**src/rtl/pheap_front_if.sv**
```systemverilog
// Bus bundle between the pheap front-end controller, its event sources,
// the event dispatcher and the pheap itself.
//
// Handshake semantics: a source transfer happens on a rising clock edge when
// src_vld[i] & src_rdy[i] are both high. src_rdy may depend on src_vld in the
// same cycle. A source may withdraw src_vld before being accepted. deq_req is
// a level request. deq_vld is a one-cycle pulse qualifying deq_data and has
// no ready; the dispatcher must always take it.
interface pheap_front_if #(
    parameter int WIDTH = 16,
    parameter int NSRC  = 4
);
    logic [NSRC-1:0]       src_vld;
    logic [NSRC*WIDTH-1:0] src_data;
    logic [NSRC-1:0]       src_rdy;
    logic                  deq_req;
    logic                  deq_vld;
    logic [WIDTH-1:0]      deq_data;
    logic                  evt_empty;
    logic                  heap_enq;
    logic                  heap_deq;
    logic [WIDTH-1:0]      heap_data;
    logic [WIDTH-1:0]      heap_out;
    logic                  heap_full;
    logic                  heap_empty;
    logic                  heap_ready;

    // Environment side: sources, dispatcher and the heap status/data.
    modport master (
        output src_vld, src_data, deq_req,
        output heap_out, heap_full, heap_empty, heap_ready,
        input  src_rdy, deq_vld, deq_data, evt_empty,
        input  heap_enq, heap_deq, heap_data
    );

    // Controller side.
    modport slave (
        input  src_vld, src_data, deq_req,
        input  heap_out, heap_full, heap_empty, heap_ready,
        output src_rdy, deq_vld, deq_data, evt_empty,
        output heap_enq, heap_deq, heap_data
    );
endinterface

```
**src/rtl/pheap_front.sv**
```systemverilog
// pheap front-end controller.
// Round-robin arbitrates NSRC event producers into heap enqueues and serves
// dispatcher dequeues. Issues at most one heap op every two cycles (ISSUE then
// GAP), never enq and deq together, never enq when full or deq when empty.
// Dequeues win over enqueues, but after MAX_DEQ_RUN consecutive dequeues
// with an enqueue waiting, the enqueue is let through.
module pheap_front #(
    parameter int WIDTH       = 16,
    parameter int NSRC        = 4,
    parameter int MAX_DEQ_RUN = 4,
    localparam int PW         = (NSRC > 1) ? $clog2(NSRC) : 1
) (
    input  logic                 clk,
    input  logic                 rst_n,
    pheap_front_if.slave         bus,
    output logic                 dbg_state_o,
    output logic [PW-1:0]        dbg_rr_ptr_o,
    output logic [3:0]           dbg_deq_run_o
);

    typedef enum logic {
        ST_ISSUE = 1'b0,
        ST_GAP   = 1'b1
    } state_e;

    localparam logic [3:0]    MAX_RUN  = 4'(MAX_DEQ_RUN);
    localparam logic [PW:0]   NSRC_EXT = (PW+1)'(NSRC);
    localparam logic [PW-1:0] LAST_SRC = PW'(NSRC - 1);

    state_e          state_q;
    logic [PW-1:0]   rr_ptr_q;
    logic [PW-1:0]   rr_ptr_d;
    logic [3:0]      deq_run_q;
    logic [3:0]      deq_run_d;
    logic            deq_vld_q;
    logic [WIDTH-1:0] deq_data_q;

    logic            any_vld;
    logic            enq_ok;
    logic            in_issue;
    logic            do_deq;
    logic            do_enq;
    logic            found;
    logic [PW-1:0]   win;
    logic [PW:0]     scan_idx;

    // Issue decision. Gated by rst_n so nothing reaches the heap while in reset.
    assign any_vld  = |bus.src_vld;
    assign enq_ok   = any_vld & ~bus.heap_full & bus.heap_ready;
    assign in_issue = rst_n & (state_q == ST_ISSUE);
    assign do_deq   = in_issue & bus.deq_req & ~bus.heap_empty
                    & (~enq_ok | (deq_run_q < MAX_RUN));
    assign do_enq   = in_issue & ~do_deq & enq_ok;

    // Round-robin winner: first valid source at or after rr_ptr, wrapping.
    always_comb begin
        win      = '0;
        found    = 1'b0;
        scan_idx = '0;
        for (int k = 0; k < NSRC; k++) begin
            scan_idx = {1'b0, rr_ptr_q} + (PW+1)'(k);
            if (scan_idx >= NSRC_EXT) begin
                scan_idx = scan_idx - NSRC_EXT;
            end
            if (!found && bus.src_vld[scan_idx[PW-1:0]]) begin
                win   = scan_idx[PW-1:0];
                found = 1'b1;
            end
        end
    end

    // Pointer moves just past the granted source; wraps NSRC-1 -> 0.
    always_comb begin
        rr_ptr_d = rr_ptr_q;
        if (do_enq) begin
            rr_ptr_d = (win == LAST_SRC) ? '0 : win + 1'b1;
        end
    end

    // Dequeue-run counter: counts dequeues that starve a ready enqueue.
    always_comb begin
        deq_run_d = deq_run_q;
        if (in_issue) begin
            if (do_enq || !enq_ok) begin
                deq_run_d = '0;
            end else if (do_deq) begin
                deq_run_d = deq_run_q + 4'd1;
            end
        end
    end

    // Grant and heap data path; heap_data is held at zero unless enqueuing.
    always_comb begin
        bus.src_rdy   = '0;
        bus.heap_data = '0;
        if (do_enq) begin
            bus.src_rdy[win] = 1'b1;
            bus.heap_data    = bus.src_data[int'(win)*WIDTH +: WIDTH];
        end
    end

    assign bus.heap_enq  = do_enq;
    assign bus.heap_deq  = do_deq;
    assign bus.evt_empty = bus.heap_empty;
    assign bus.deq_vld   = deq_vld_q;
    assign bus.deq_data  = deq_data_q;

    assign dbg_state_o   = state_q;
    assign dbg_rr_ptr_o  = rr_ptr_q;
    assign dbg_deq_run_o = deq_run_q;

    // ISSUE/GAP sequencer with registered dequeue result; reset discards any
    // captured dequeue data.
    always_ff @(posedge clk or negedge rst_n) begin
        if (!rst_n) begin
            state_q    <= ST_ISSUE;
            rr_ptr_q   <= '0;
            deq_run_q  <= '0;
            deq_vld_q  <= 1'b0;
            deq_data_q <= '0;
        end else begin
            rr_ptr_q  <= rr_ptr_d;
            deq_run_q <= deq_run_d;
            deq_vld_q <= do_deq;
            if (do_deq) begin
                deq_data_q <= bus.heap_out;
            end
            case (state_q)
                ST_ISSUE: begin
                    if (do_deq || do_enq) begin
                        state_q <= ST_GAP;
                    end
                end
                ST_GAP: begin
                    state_q <= ST_ISSUE;
                end
                default: begin
                    state_q <= ST_ISSUE;
                end
            endcase
        end
    end

endmodule

```
**src/flat_wrapper.sv**
```systemverilog
// flat-port wrapper written by rule: the top's interface ports become plain ports
module pheap_front_flat 
#(
    parameter int WIDTH       = 16,
    parameter int NSRC        = 4,
    parameter int MAX_DEQ_RUN = 4,
    localparam int PW         = (NSRC > 1) ? $clog2(NSRC) : 1
)
  (clk, rst_n, dbg_state_o, dbg_rr_ptr_o, dbg_deq_run_o, bus_src_vld, bus_src_data, bus_deq_req, bus_heap_out, bus_heap_full, bus_heap_empty, bus_heap_ready, bus_src_rdy, bus_deq_vld, bus_deq_data, bus_evt_empty, bus_heap_enq, bus_heap_deq, bus_heap_data);
  pheap_front_if #(.WIDTH(WIDTH), .NSRC(NSRC)) bus_i ();
  input  logic clk;
  input  logic rst_n;
  output logic dbg_state_o;
  output logic [PW-1:0] dbg_rr_ptr_o;
  output logic [3:0] dbg_deq_run_o;
  input wire logic [$bits(bus_i.src_vld)-1:0] bus_src_vld;
  input wire logic [$bits(bus_i.src_data)-1:0] bus_src_data;
  input wire logic [$bits(bus_i.deq_req)-1:0] bus_deq_req;
  input wire logic [$bits(bus_i.heap_out)-1:0] bus_heap_out;
  input wire logic [$bits(bus_i.heap_full)-1:0] bus_heap_full;
  input wire logic [$bits(bus_i.heap_empty)-1:0] bus_heap_empty;
  input wire logic [$bits(bus_i.heap_ready)-1:0] bus_heap_ready;
  output wire logic [$bits(bus_i.src_rdy)-1:0] bus_src_rdy;
  output wire logic [$bits(bus_i.deq_vld)-1:0] bus_deq_vld;
  output wire logic [$bits(bus_i.deq_data)-1:0] bus_deq_data;
  output wire logic [$bits(bus_i.evt_empty)-1:0] bus_evt_empty;
  output wire logic [$bits(bus_i.heap_enq)-1:0] bus_heap_enq;
  output wire logic [$bits(bus_i.heap_deq)-1:0] bus_heap_deq;
  output wire logic [$bits(bus_i.heap_data)-1:0] bus_heap_data;
  assign bus_i.src_vld = bus_src_vld;
  assign bus_i.src_data = bus_src_data;
  assign bus_i.deq_req = bus_deq_req;
  assign bus_i.heap_out = bus_heap_out;
  assign bus_i.heap_full = bus_heap_full;
  assign bus_i.heap_empty = bus_heap_empty;
  assign bus_i.heap_ready = bus_heap_ready;
  assign bus_src_rdy = bus_i.src_rdy;
  assign bus_deq_vld = bus_i.deq_vld;
  assign bus_deq_data = bus_i.deq_data;
  assign bus_evt_empty = bus_i.evt_empty;
  assign bus_heap_enq = bus_i.heap_enq;
  assign bus_heap_deq = bus_i.heap_deq;
  assign bus_heap_data = bus_i.heap_data;
  pheap_front #(.WIDTH(WIDTH), .NSRC(NSRC), .MAX_DEQ_RUN(MAX_DEQ_RUN)) u_core (.clk(clk), .rst_n(rst_n), .bus(bus_i), .dbg_state_o(dbg_state_o), .dbg_rr_ptr_o(dbg_rr_ptr_o), .dbg_deq_run_o(dbg_deq_run_o));
endmodule
```
**config.mk**
```make
export PLATFORM = sky130hd
export DESIGN_NAME = pheap_front_flat
export DESIGN_NICKNAME = d
export VERILOG_FILES = /design/src/rtl/pheap_front_if.sv /design/src/rtl/pheap_front.sv /design/src/flat_wrapper.sv
export SDC_FILE = /design/constraint.sdc
export NUM_CORES = 1
export LEC_CHECK = 0
export ABC_CLOCK_PERIOD_IN_PS = 5640
export BUFFER_PORTS_ARGS = -buffer_cell sky130_fd_sc_hd__buf_2
export CORE_MARGIN = 4
export CORE_UTILIZATION = 42
export DETAILED_ROUTE_END_ITERATION = 16
export HOLD_SLACK_MARGIN = 0.02
export PLACE_DENSITY = 0.88
export SYNTH_ARGS = -nofsm -noshare
export SYNTH_HDL_FRONTEND = slang
export SYNTH_SLANG_ARGS = --single-unit
```
**constraint.sdc**
```tcl
create_clock -name clk -period 5.64 [get_ports clk]
set_input_delay 1.128 -clock clk [delete_from_list [all_inputs] [get_ports clk]]
set_output_delay 1.128 -clock clk [all_outputs]
set_load 0.05 [all_outputs]
```
==> flow_metrics.py, run 1 <==
metrics = {
    "critical_path": {
        "r2r-start": "u_core.dbg_rr_ptr_o[0]",
        "cp.arrival_ns": 3.68,
        "crit_type": "input pin to primary output",
        "worst_ep_required_time_ns": 4.51,
        "reg2reg_slack_ns": 3.47,
        "crit_start": "rst_n",
        "worst-path-max-fanout": 25,
        "regToRegEndpoint": "u_core.dbg_rr_ptr_o[1]",
        "critPathCaptureType": "primary output",
        "worst_setup_path_start_kind": "input pin",
        "r2r.worst_path.cells": 6,
        "crit_end": "bus_heap_data[7]",
    },
    "final_layout": {
        "syn_to_final_growth_pct": 45.17,
        "fin_cells": 320,
        "nFillCells": 302,
        "layout_commonest_cell": "buf_2",
        "fin_util": 0.6424,
        "antenna_cells": 0,
        "final_cell_mix": "136 x buf_2, 32 x mux2i_1, 24 x dfrtp_1, 16 x o22ai_1, 10 x mux2_4",
        "num-nets-final": 368,
        "drive_gt1_frac": 0.6176,
    },
    "clock_network": {
        "cts_resized": 0,
        "clkTransAtPathRegs_ns": 0.08,
        "cts_sinks": 24,
        "cts_hold_buf": 0,
        "clk_latency_ns": 0.26,
        "cts_max_level": 1,
        "post_cts_buffers": 0,
        "cts_tree": "yes",
        "cts_max_path_buffers": 2,
        "cts_root_buffer": "clkbuf_8",
        "cts_buffers": 3,
    },
    "die": {
        "coreArea_um2": 3744,
        "rows": 22,
        "ios": 137,
        "die_w_um": 70.81,
        "initial_core_util": 0.4425,
        "die_y_um": 70.81,
        "dieArea_um2": 5013,
    },
    "route": {
        "viasPerCell": 4.938,
        "drtPass1Iterations": 4,
        "routed-wl-met3_um": 351,
        "num_vias": 1580,
        "ant_nets": 0,
        "drt_wl_total_um": 4626,
        "drc": 0,
        "routed.top_layer": "met4",
        "drt-initial-drc-count": 99,
        "wl_met1_um": 1630,
        "wire_per_inst_um": 14.46,
        "dr_wl_met2_um": 2554,
    },
    "run": {
        "max_cap_viol_count": 0,
    },
    "grt": {
        "globalRouteOverflowTotal": 0,
        "grt_use_total": 0.1797,
        "grt_max_degree": 36,
        "antenna_found_initial": 0,
        "grt_pass1_wl_um": 7279,
        "grt_pass1_vias": 1634,
    },
    "synthesis": {
        "yosys_warnings": 0,
        "synth_area_leaders": "dfrtp_1 36%, mux2i_1 19%, mux2_4 9.1%",
        "synth_fp_nets": 235,
        "synth_cells": 140,
        "syn_avg_cell_area_um2": 11.83,
        "ys_seq_area_frac": 0.3625,
        "yosys.area.top_type": "dfrtp_1",
        "synth_area_um2": 1657,
        "synth_edf_count": 0,
        "ys.flop_type": "dfrtp_1",
        "synthArstFlopShare": 1.000,
        "netlist.area_leader.share": 0.3625,
        "ys_types": 29,
        "ys_ff_latch": 24,
    },
    "pwr": {
        "vdd_drop_max_uv": 156.5,
        "p_per_area_nw_per_um2": 333.6,
        "power.leakage_nw": 1.452,
    },
    "status": {
        "outcome": "finished, final reports clean",
    },
    "timing": {
        "finalCritPeriodShare": 0.8529,
        "period_needed_ns": 4.810,
        "finalSetupTns_ns": 0,
        "fin_skew_ns": 0.001083,
        "slew_headroom": 0.4697,
        "fmax_ghz": 0.2079,
        "rsz0062_at_grt": "no",
        "hold_slack_ns": 0.5034,
        "finalHoldViolCount": 0,
        "worst_pin_slew_ns": 0.7955,
        "maxSlewViolCount": 0,
        "setup_viol": 0,
    },
    "place": {
        "portBuffers": 136,
        "place_congestion": 0.7399,
        "hpwl_um": 3913,
        "place_inst": 316,
    },
    "worst_hold_path": {
        "holdCritPathClass": "flop to flop",
    },
}
## area by class of cell
class | instances | area (um^2) | area share
clock buffer | 4 | 55.05 | 0.02289
inverter | 6 | 22.52 | 0.009365
multi-input combinational | 101 | 978.4 | 0.4069
sequential | 24 | 600.6 | 0.2497
tap | 48 | 60.06 | 0.02497
timing repair buffer | 137 | 688.2 | 0.2862
## layer usage
metal | global-route usage | vias to the layer above
li1 | - | 778
met1 | 0.1929 | 717
met2 | 0.3471 | 78
met3 | 0.02415 | 7
met4 | 0.07516 | 0
met5 | 0 | -
## state kept, by name (all words and copies together) (netlist names)
| signal | count |
|---|---|
| u_core.bus.deq_data | 16 |
| u_core.dbg_deq_run_o | 4 |
| u_core.dbg_rr_ptr_o | 2 |
| u_core.bus.deq_vld | 1 |
| u_core.dbg_state_o | 1 |
## stage by stage
step	worst slack [ns]	cell area, um^2	power [mW]
3_3_place_gp	0.8814	2350	0.6885
6_report	0.8298	2405	0.8021
3_5_place_dp	0.7654	2350	0.6964
2_1_floorplan	1.577	1657	0.5928
4_1_cts	0.7749	2405	0.8112
5_1_grt	0.4482	2405	0.8461
## worst min path at each step
| stage | startpoint | endpoint | slack [ns] | depth (start not counted) |
|---|---|---|---|---|
| 3_5_place_dp | u_core.bus.deq_data[8] | u_core.bus.deq_data[8] | 0.49 | 1 |
| 3_3_place_gp | u_core.bus.deq_data[4] | u_core.bus.deq_data[4] | 0.48 | 1 |
| 4_1_cts | u_core.bus.deq_data[8] | u_core.bus.deq_data[8] | 0.51 | 1 |
| 6_report | u_core.bus.deq_data[8] | u_core.bus.deq_data[8] | 0.50 | 1 |
| 2_1_floorplan | u_core.dbg_deq_run_o[3] | u_core.dbg_deq_run_o[3] | 0.81 | 1 |
| 5_1_grt | u_core.bus.deq_data[4] | u_core.bus.deq_data[4] | 0.52 | 1 |
## power by group
| group | internal, mW | leakage (nW) | total, mW | switching (mW) |
|---|---|---|---|---|
| Clock | 0.0623 | 0.0288 | 0.114 | 0.0514 |
| Combinational | 0.173 | 1.13 | 0.459 | 0.286 |
| Sequential | 0.205 | 0.295 | 0.229 | 0.0241 |
| Total | 0.440 | 1.45 | 0.802 | 0.362 |
## cell usage after synthesis, types with 2 or more instances
cell type  count
a21oi_1        2
a22o_1         2
and2_1         5
buf_4          7
buf_6          2
dfrtp_1       24
ha_1           5
inv_1          6
mux2_2         8
mux2_4        10
mux2i_1       32
nand2_1        2
nor2_1         3
o22ai_1       17
## worst max-delay path, stage by stage
cell      delay [ns]
buf_2           0.42
nand2b_1        0.29
a311oi_2        0.71
nand2_1         0.52
o22ai_1         0.31
buf_2           0.30
## cell families (layout without fill, tap and decap cells)
group                    Yosys count  in the layout  share of synthesized area
AO/OA/AOI/OAI                     27             27                     0.1163
AND/OR/NAND/NOR                   19             19                    0.08611
buffers and inverters             15            147                    0.05891
multiplexers                      50             50                     0.3384
adder cells (fa/ha/maj)            5              5                    0.03776
flip-flops                        24             24                     0.3625
Note: power is estimated with default switching activity, not from simulation.
==> inputs of run 2 (changes only) <==
==> constraint.sdc (replaced) <==
create_clock -name clk -period 5.64 [get_ports clk]
set_input_delay 0.282 -clock clk [delete_from_list [all_inputs] [get_ports clk]]
set_output_delay 0.282 -clock clk [all_outputs]
set_load 0.05 [all_outputs]
==> run 2 against run 1 <==
  * Via count is 1.1% higher
  * Clock power hardly changed
  * Final area is 0.42% higher
  * Wire length stayed put
  * Worst setup slack better by 1.2 ns
  * Die area stayed put
  * Combinational power hardly changed
  * Largest cell class unchanged
  * Largest power group unchanged
==> flow_metrics.py, run 2 (same netlist as run 1, synthesis figures left out) <==
metrics = {
    "die": {
        "rows": 22,
        "coreArea_um2": 3744,
        "die_w_um": 70.81,
        "dieArea_um2": 5013,
        "ios": 137,
        "initial_core_util": 0.4425,
        "die_y_um": 70.81,
    },
    "pwr": {
        "vdd_drop_max_uv": 152.0,
        "p_seq_frac": 0.286,
        "p_per_area_nw_per_um2": 332.9,
        "p_sw_frac": 0.4512,
        "p_switching_uw": 362.8,
        "clkPwrFrac": 0.141,
        "p_int_uw": 441.2,
        "combPwrFrac": 0.574,
        "power.leakage_nw": 1.456,
    },
    "timing": {
        "setup_viol": 0,
        "rsz0062_at_grt": "no",
        "fin_skew_ns": 0.001860,
        "fmax_ghz": 0.2736,
        "setup_ws_ns": 1.985,
        "hold_slack_ns": 0.2415,
        "slew_headroom": 0.4880,
        "finalCritPeriodShare": 0.6480,
        "maxSlewViolCount": 0,
        "finalHoldViolCount": 0,
        "worst_pin_slew_ns": 0.7680,
        "period_needed_ns": 3.655,
        "finalSetupTns_ns": 0,
    },
    "grt": {
        "globalRouteOverflowTotal": 0,
        "grt_max_degree": 36,
        "antenna_found_initial": 0,
        "grt_use_total": 0.1791,
        "grt_pass1_vias": 1639,
        "grt_pass1_wl_um": 7251,
    },
    "final_layout": {
        "drive_gt1_frac": 0.6154,
        "nFillCells": 318,
        "final_cell_mix": "136 x buf_2, 32 x mux2i_1, 24 x dfrtp_1, 16 x o22ai_1, 10 x mux2_4",
        "layout_commonest_cell": "buf_2",
        "syn_to_final_growth_pct": 45.77,
        "largest_reg_flops": 16,
        "fin_cells": 321,
        "antenna_cells": 0,
        "fin_util": 0.6451,
        "num-nets-final": 369,
    },
    "critical_path": {
        "path_buf_inv": 3,
        "cp.arrival_ns": 3.37,
        "crit_type": "input pin to primary output",
        "worst_ep_required_time_ns": 5.36,
        "crit_family": "buffers and inverters",
        "path_cells": "dlygate4sd3_1, buf_2, nand2b_1, a311oi_2, nand2_1, o22ai_1, buf_2",
        "path_common_cell": "buf_2",
        "max_stage_delay_ns": 0.69,
        "worst-path-max-fanout": 25,
        "cpMaxStageDelayCell": "a311oi_2",
        "worst_setup_path_start_kind": "input pin",
        "critPathCaptureType": "primary output",
    },
    "clock_network": {
        "clkTransAtPathRegs_ns": 0.08,
        "cts_max_level": 1,
        "cts_root_buffer": "clkbuf_8",
        "cts_sinks": 24,
        "clk_latency_ns": 0.26,
        "cts_max_path_buffers": 2,
        "cts_tree": "yes",
        "cts_buffers": 3,
        "cts_resized": 0,
    },
    "worst_hold_path": {
        "holdCritPathClass": "input pin to flop",
    },
    "route": {
        "drtPass1Iterations": 4,
        "drt_wl_total_um": 4626,
        "drt-initial-drc-count": 66,
        "wire_per_inst_um": 14.41,
        "num_vias": 1597,
        "drc": 0,
        "ant_nets": 0,
        "viasPerCell": 4.975,
    },
    "run": {
        "max_cap_viol_count": 0,
    },
    "place": {
        "place_congestion": 0.7768,
        "portBuffers": 136,
        "place_inst": 316,
        "hpwl_um": 3953,
        "post-place-ws_ns": 2.477,
    },
    "status": {
        "outcome": "finished, final reports clean",
    },
}
==> run 2: repair_timing <==
action / in CTS / in global routing
hold buffers: 1 / 0
setup buffers: 0 / 0
hold endpoints to repair: 24 / 0
setup endpoints to repair: 0 / 0
==> run 2: per-layer routing <==
metal,routed length (um),global-route usage
met5,0,0
met4,86,0.06472
met3,355,0.02557
met2,2583,0.3574
met1,1601,0.1857
==> run 2: layout make-up <==
type	count	area (um^2)	share of cell area
multi-input cells	101	978.4	0.4052
repair buffers	138	698.2	0.2891
flip-flops and latches	24	600.6	0.2487
well taps	48	60.06	0.02487
clock buffers	4	55.05	0.02280
inverters	6	22.52	0.009326
==> run 2: path summary, 6_finish.rpt <==
kind	from	end	slack, ns	cells past startpoint
worst max-delay path	rst_n	bus_heap_data[7]	1.99	7
worst min-delay path	bus_heap_out[11]	u_core.bus.deq_data[11]	0.24	2
worst max register to register	u_core.dbg_rr_ptr_o[0]	u_core.dbg_rr_ptr_o[1]	3.47	6
worst min register to register	u_core.bus.deq_data[2]	u_core.bus.deq_data[2]	0.50	1
max in group asynchronous	rst_n	u_core.dbg_deq_run_o[3]	4.77	2
min in group asynchronous	rst_n	u_core.bus.deq_data[14]	0.52	2
==> run 2: per-stage QoR <==
step | cell area (um^2) | power (mW)
floorplan | 1657 | 0.5928
global placement | 2350 | 0.6878
detailed placement | 2350 | 0.6982
CTS | 2415 | 0.8115
global route | 2415 | 0.8474
finish | 2415 | 0.8040
==> run 2: power by group through the flow <==
stage                     clock [mW]  combinational [mW]  sequential, mW
after floorplan                    0               0.245           0.348
after global placement             0               0.457           0.231
after detailed placement           0               0.465           0.233
after CTS                      0.116               0.466           0.230
after global routing           0.121               0.491           0.235
final                          0.113               0.461           0.230
==> inputs of run 3 (changes only) <==
--- a/config.mk
+++ b/config.mk
@@ -5,13 +5,14 @@
 export SDC_FILE = /design/constraint.sdc
 export NUM_CORES = 1
 export LEC_CHECK = 0
-export ABC_CLOCK_PERIOD_IN_PS = 5640
+export ABC_AREA = 1
+export ABC_CLOCK_PERIOD_IN_PS = 3500
 export BUFFER_PORTS_ARGS = -buffer_cell sky130_fd_sc_hd__buf_2
 export CORE_MARGIN = 4
 export CORE_UTILIZATION = 42
 export DETAILED_ROUTE_END_ITERATION = 16
 export HOLD_SLACK_MARGIN = 0.02
-export PLACE_DENSITY = 0.88
+export PLACE_DENSITY = 0.83
 export SYNTH_ARGS = -nofsm -noshare
 export SYNTH_HDL_FRONTEND = slang
 export SYNTH_SLANG_ARGS = --single-unit
==> constraint.sdc (replaced) <==
create_clock -name clk -period 3.5 [get_ports clk]
set_input_delay 0.175 -clock clk [delete_from_list [all_inputs] [get_ports clk]]
set_output_delay 0.175 -clock clk [all_outputs]
set_load 0.05 [all_outputs]
==> run 3 against run 2 <==
  * Synthesized area is 22% higher
  * Flip-flop and latch count did not move
  * Hold slack worse by 0.14 ns
  * Register-to-register slack got worse by 2.5 ns
  * Final area increased by 13%
  * Combinational power grew to 3.6 times the previous value
  * Sequential power up 64%
  * Clock power is 40% higher
  * Utilization shrank 3.9 points
  * Critical path depth grew 6
  * Synthesized cell count rose by 140%
  * Cell count increased by 59%
==> flow_metrics.py, run 3 <==
metrics = {
    "timing": {
        "setup_viol": 0,
        "fin_skew_ns": 0.005036,
        "maxSlewViolCount": 0,
        "finalSetupTns_ns": 0,
        "finalHoldViolCount": 0,
        "finalCritPeriodShare": 0.8747,
        "worst_pin_slew_ns": 0.6788,
        "rsz0062_at_grt": "no",
        "hold_slack_ns": 0.1063,
        "slew_headroom": 0.5467,
        "period_needed_ns": 3.062,
        "fmax_ghz": 0.3266,
    },
    "route": {
        "viasPerCell": 4.813,
        "drtPass1Iterations": 4,
        "wire_per_inst_um": 12.34,
        "ant_nets": 0,
        "drt-initial-drc-count": 135,
        "num_vias": 2450,
        "drc": 0,
        "drt_wl_total_um": 6279,
    },
    "final_layout": {
        "final_cell_mix": "149 x nand2_1, 136 x buf_2, 52 x nand3_1, 39 x nor2_1, 24 x dfrtp_1",
        "largest_reg_flops": 16,
        "drive_gt1_frac": 0.3479,
        "syn_to_final_growth_pct": 35.17,
        "antenna_cells": 0,
        "layout_commonest_cell": "nand2_1",
        "nFillCells": 441,
        "num-nets-final": 554,
        "postLayoutCellArea_um2": 2731,
    },
    "critical_path": {
        "cpMaxStageDelayCell": "dfrtp_1",
        "cp_num_cells": 13,
        "cp.arrival_ns": 2.89,
        "crit_end": "bus_heap_data[13]",
        "crit_family": "simple AND/OR/NAND/NOR gates",
        "path_common_cell": "nand2_1",
        "critPathCaptureType": "primary output",
        "crit_start": "u_core.dbg_rr_ptr_o[0]",
        "worst_setup_path_start_kind": "flop",
        "max_stage_delay_ns": 0.58,
        "crit_type": "flop to primary output",
        "regToRegEndpoint": "u_core.dbg_rr_ptr_o[1]",
        "r2r.worst_path.cells": 11,
        "worst_ep_required_time_ns": 3.32,
        "worst-path-max-fanout": 36,
        "path_cells": "inv_6, nand2_1, nand2_1, nand2_1, nand2_2, inv_2, nand4_4, nand2_4, nand2_1, nand3_1, nand2_1, nor2_1, buf_2",
        "reg2reg_slack_ns": 0.96,
        "r2r-start": "u_core.dbg_rr_ptr_o[0]",
        "path_buf_inv": 3,
    },
    "grt": {
        "grt_use_total": 0.2054,
        "grt_pass1_wl_um": 10550,
        "globalRouteOverflowTotal": 0,
        "antenna_found_initial": 0,
        "grt_max_degree": 37,
        "grt_pass1_vias": 2389,
    },
    "clock_network": {
        "cts_resized": 0,
        "cts_tree": "yes",
        "cts_root_buffer": "clkbuf_8",
        "cts_sinks": 24,
        "clkTransAtPathRegs_ns": 0.08,
        "cts_hold_buf": 1,
        "cts_max_path_buffers": 2,
        "cts_buffers": 3,
        "cts_max_level": 1,
        "clk_latency_ns": 0.26,
        "post_cts_buffers": 0,
    },
    "synthesis": {
        "synth_area_leaders": "dfrtp_1 30%, nand2_1 28%, nand3_1 13%",
        "yosys.area.top_type": "dfrtp_1",
        "synth.most_common_cell": "nand2_1",
        "synth_cells": 330,
        "synthArstFlopShare": 1.000,
        "ys.flop_type": "dfrtp_1",
        "ys_ff_latch": 24,
        "yosys_warnings": 0,
        "netlist.area_leader.share": 0.2972,
        "syn_avg_cell_area_um2": 6.123,
        "synth_area_um2": 2021,
        "synth_common_cells": "149 x nand2_1, 52 x nand3_1, 39 x nor2_1",
        "ys_seq_area_frac": 0.2972,
        "synth_fp_nets": 425,
        "ys_types": 25,
        "synth_edf_count": 0,
    },
    "die": {
        "dieArea_um2": 5985,
        "rows": 24,
        "coreArea_um2": 4504,
        "die_y_um": 77.36,
        "die_w_um": 77.36,
        "initial_core_util": 0.4486,
        "ios": 137,
    },
    "status": {
        "outcome": "finished, final reports clean",
    },
    "pwr": {
        "vdd_drop_max_uv": 451.2,
        "power.leakage_nw": 1.730,
        "p_per_area_nw_per_um2": 795.6,
    },
    "place": {
        "dpl-instance-area_um2": 2680,
        "place_congestion": 0.8594,
        "hpwl_um": 4944,
        "portBuffers": 136,
    },
    "run": {
        "max_cap_viol_count": 0,
    },
    "worst_hold_path": {
        "holdCritPathClass": "input pin to flop",
    },
}
[run 3: report_power, final]
group / switching, mW / total, mW / internal, mW
sequential: 0.0505 / 0.378 / 0.328
clock: 0.0809 / 0.158 / 0.0768
combinational: 1.16 / 1.64 / 0.478
total: 1.29 / 2.17 / 0.883
[run 3: layer usage]
layer  GRT usage  routed length (um)
met5           0                   0
met2      0.3826                3343
met1      0.2578                2523
met4     0.01779                  29
met3     0.03472                 384
[run 3: logic make-up (layout without fill, tap and decap cells)]
| family | Yosys count | count (layout) | share of synthesized area |
|---|---|---|---|
| and+or+nand+nor | 254 | 254 | 0.5368 |
| AOI/OAI and AO/OA | 6 | 6 | 0.02601 |
| xor gates and xnor gates | 1 | 1 | 0.004335 |
| adders and majority gates | 5 | 5 | 0.03096 |
| buffers and inverters | 40 | 167 | 0.1046 |
| DFF | 24 | 24 | 0.2972 |
[run 3: final cells by class]
| class | instances | area (um^2) | area share |
|---|---|---|---|
| Multi-Input combinational cell | 266 | 1209 | 0.4425 |
| Clock buffer | 3 | 41.29 | 0.01512 |
| Timing Repair Buffer | 142 | 728.2 | 0.2666 |
| Tap cell | 52 | 65.06 | 0.02382 |
| Sequential cell | 24 | 600.6 | 0.2199 |
| Inverter | 22 | 87.58 | 0.03207 |
[run 3: worst register-to-register path: cells and delay by family (launching register included)]
| family | cells | cell delay (ns) |
|---|---|---|
| fa+ha+maj | 1 | 0.30 |
| simple gates | 7 | 1.26 |
| compound gates | 1 | 0.09 |
| buf+inv | 2 | 0.18 |
| flops | 1 | 0.58 |
[run 3: worst min-delay path by stage]
stage,from,to,slack [ns],cells past startpoint
global placement,rst_n,u_core.bus.deq_data[4],0.19,2
finish,bus_heap_out[8],u_core.bus.deq_data[8],0.11,3
CTS,bus_heap_out[11],u_core.bus.deq_data[11],0.1,3
detailed placement,rst_n,u_core.bus.deq_data[9],0.20,2
floorplan,rst_n,u_core.bus.deq_data[0],-0.12,0
global route,bus_heap_out[7],u_core.bus.deq_data[7],0.10,3
[run 3: per-stage QoR]
step	std cells	power [mW]	worst slack, ns	util
finish	509	2.173	0.4385	0.6064
global route	509	2.420	0.1383	0.6064
CTS	509	2.183	0.4367	0.6064
detailed placement	505	2.015	0.7333	0.5950
global placement	505	1.982	0.8221	0.5950
floorplan	330	1.803	0.7897	-
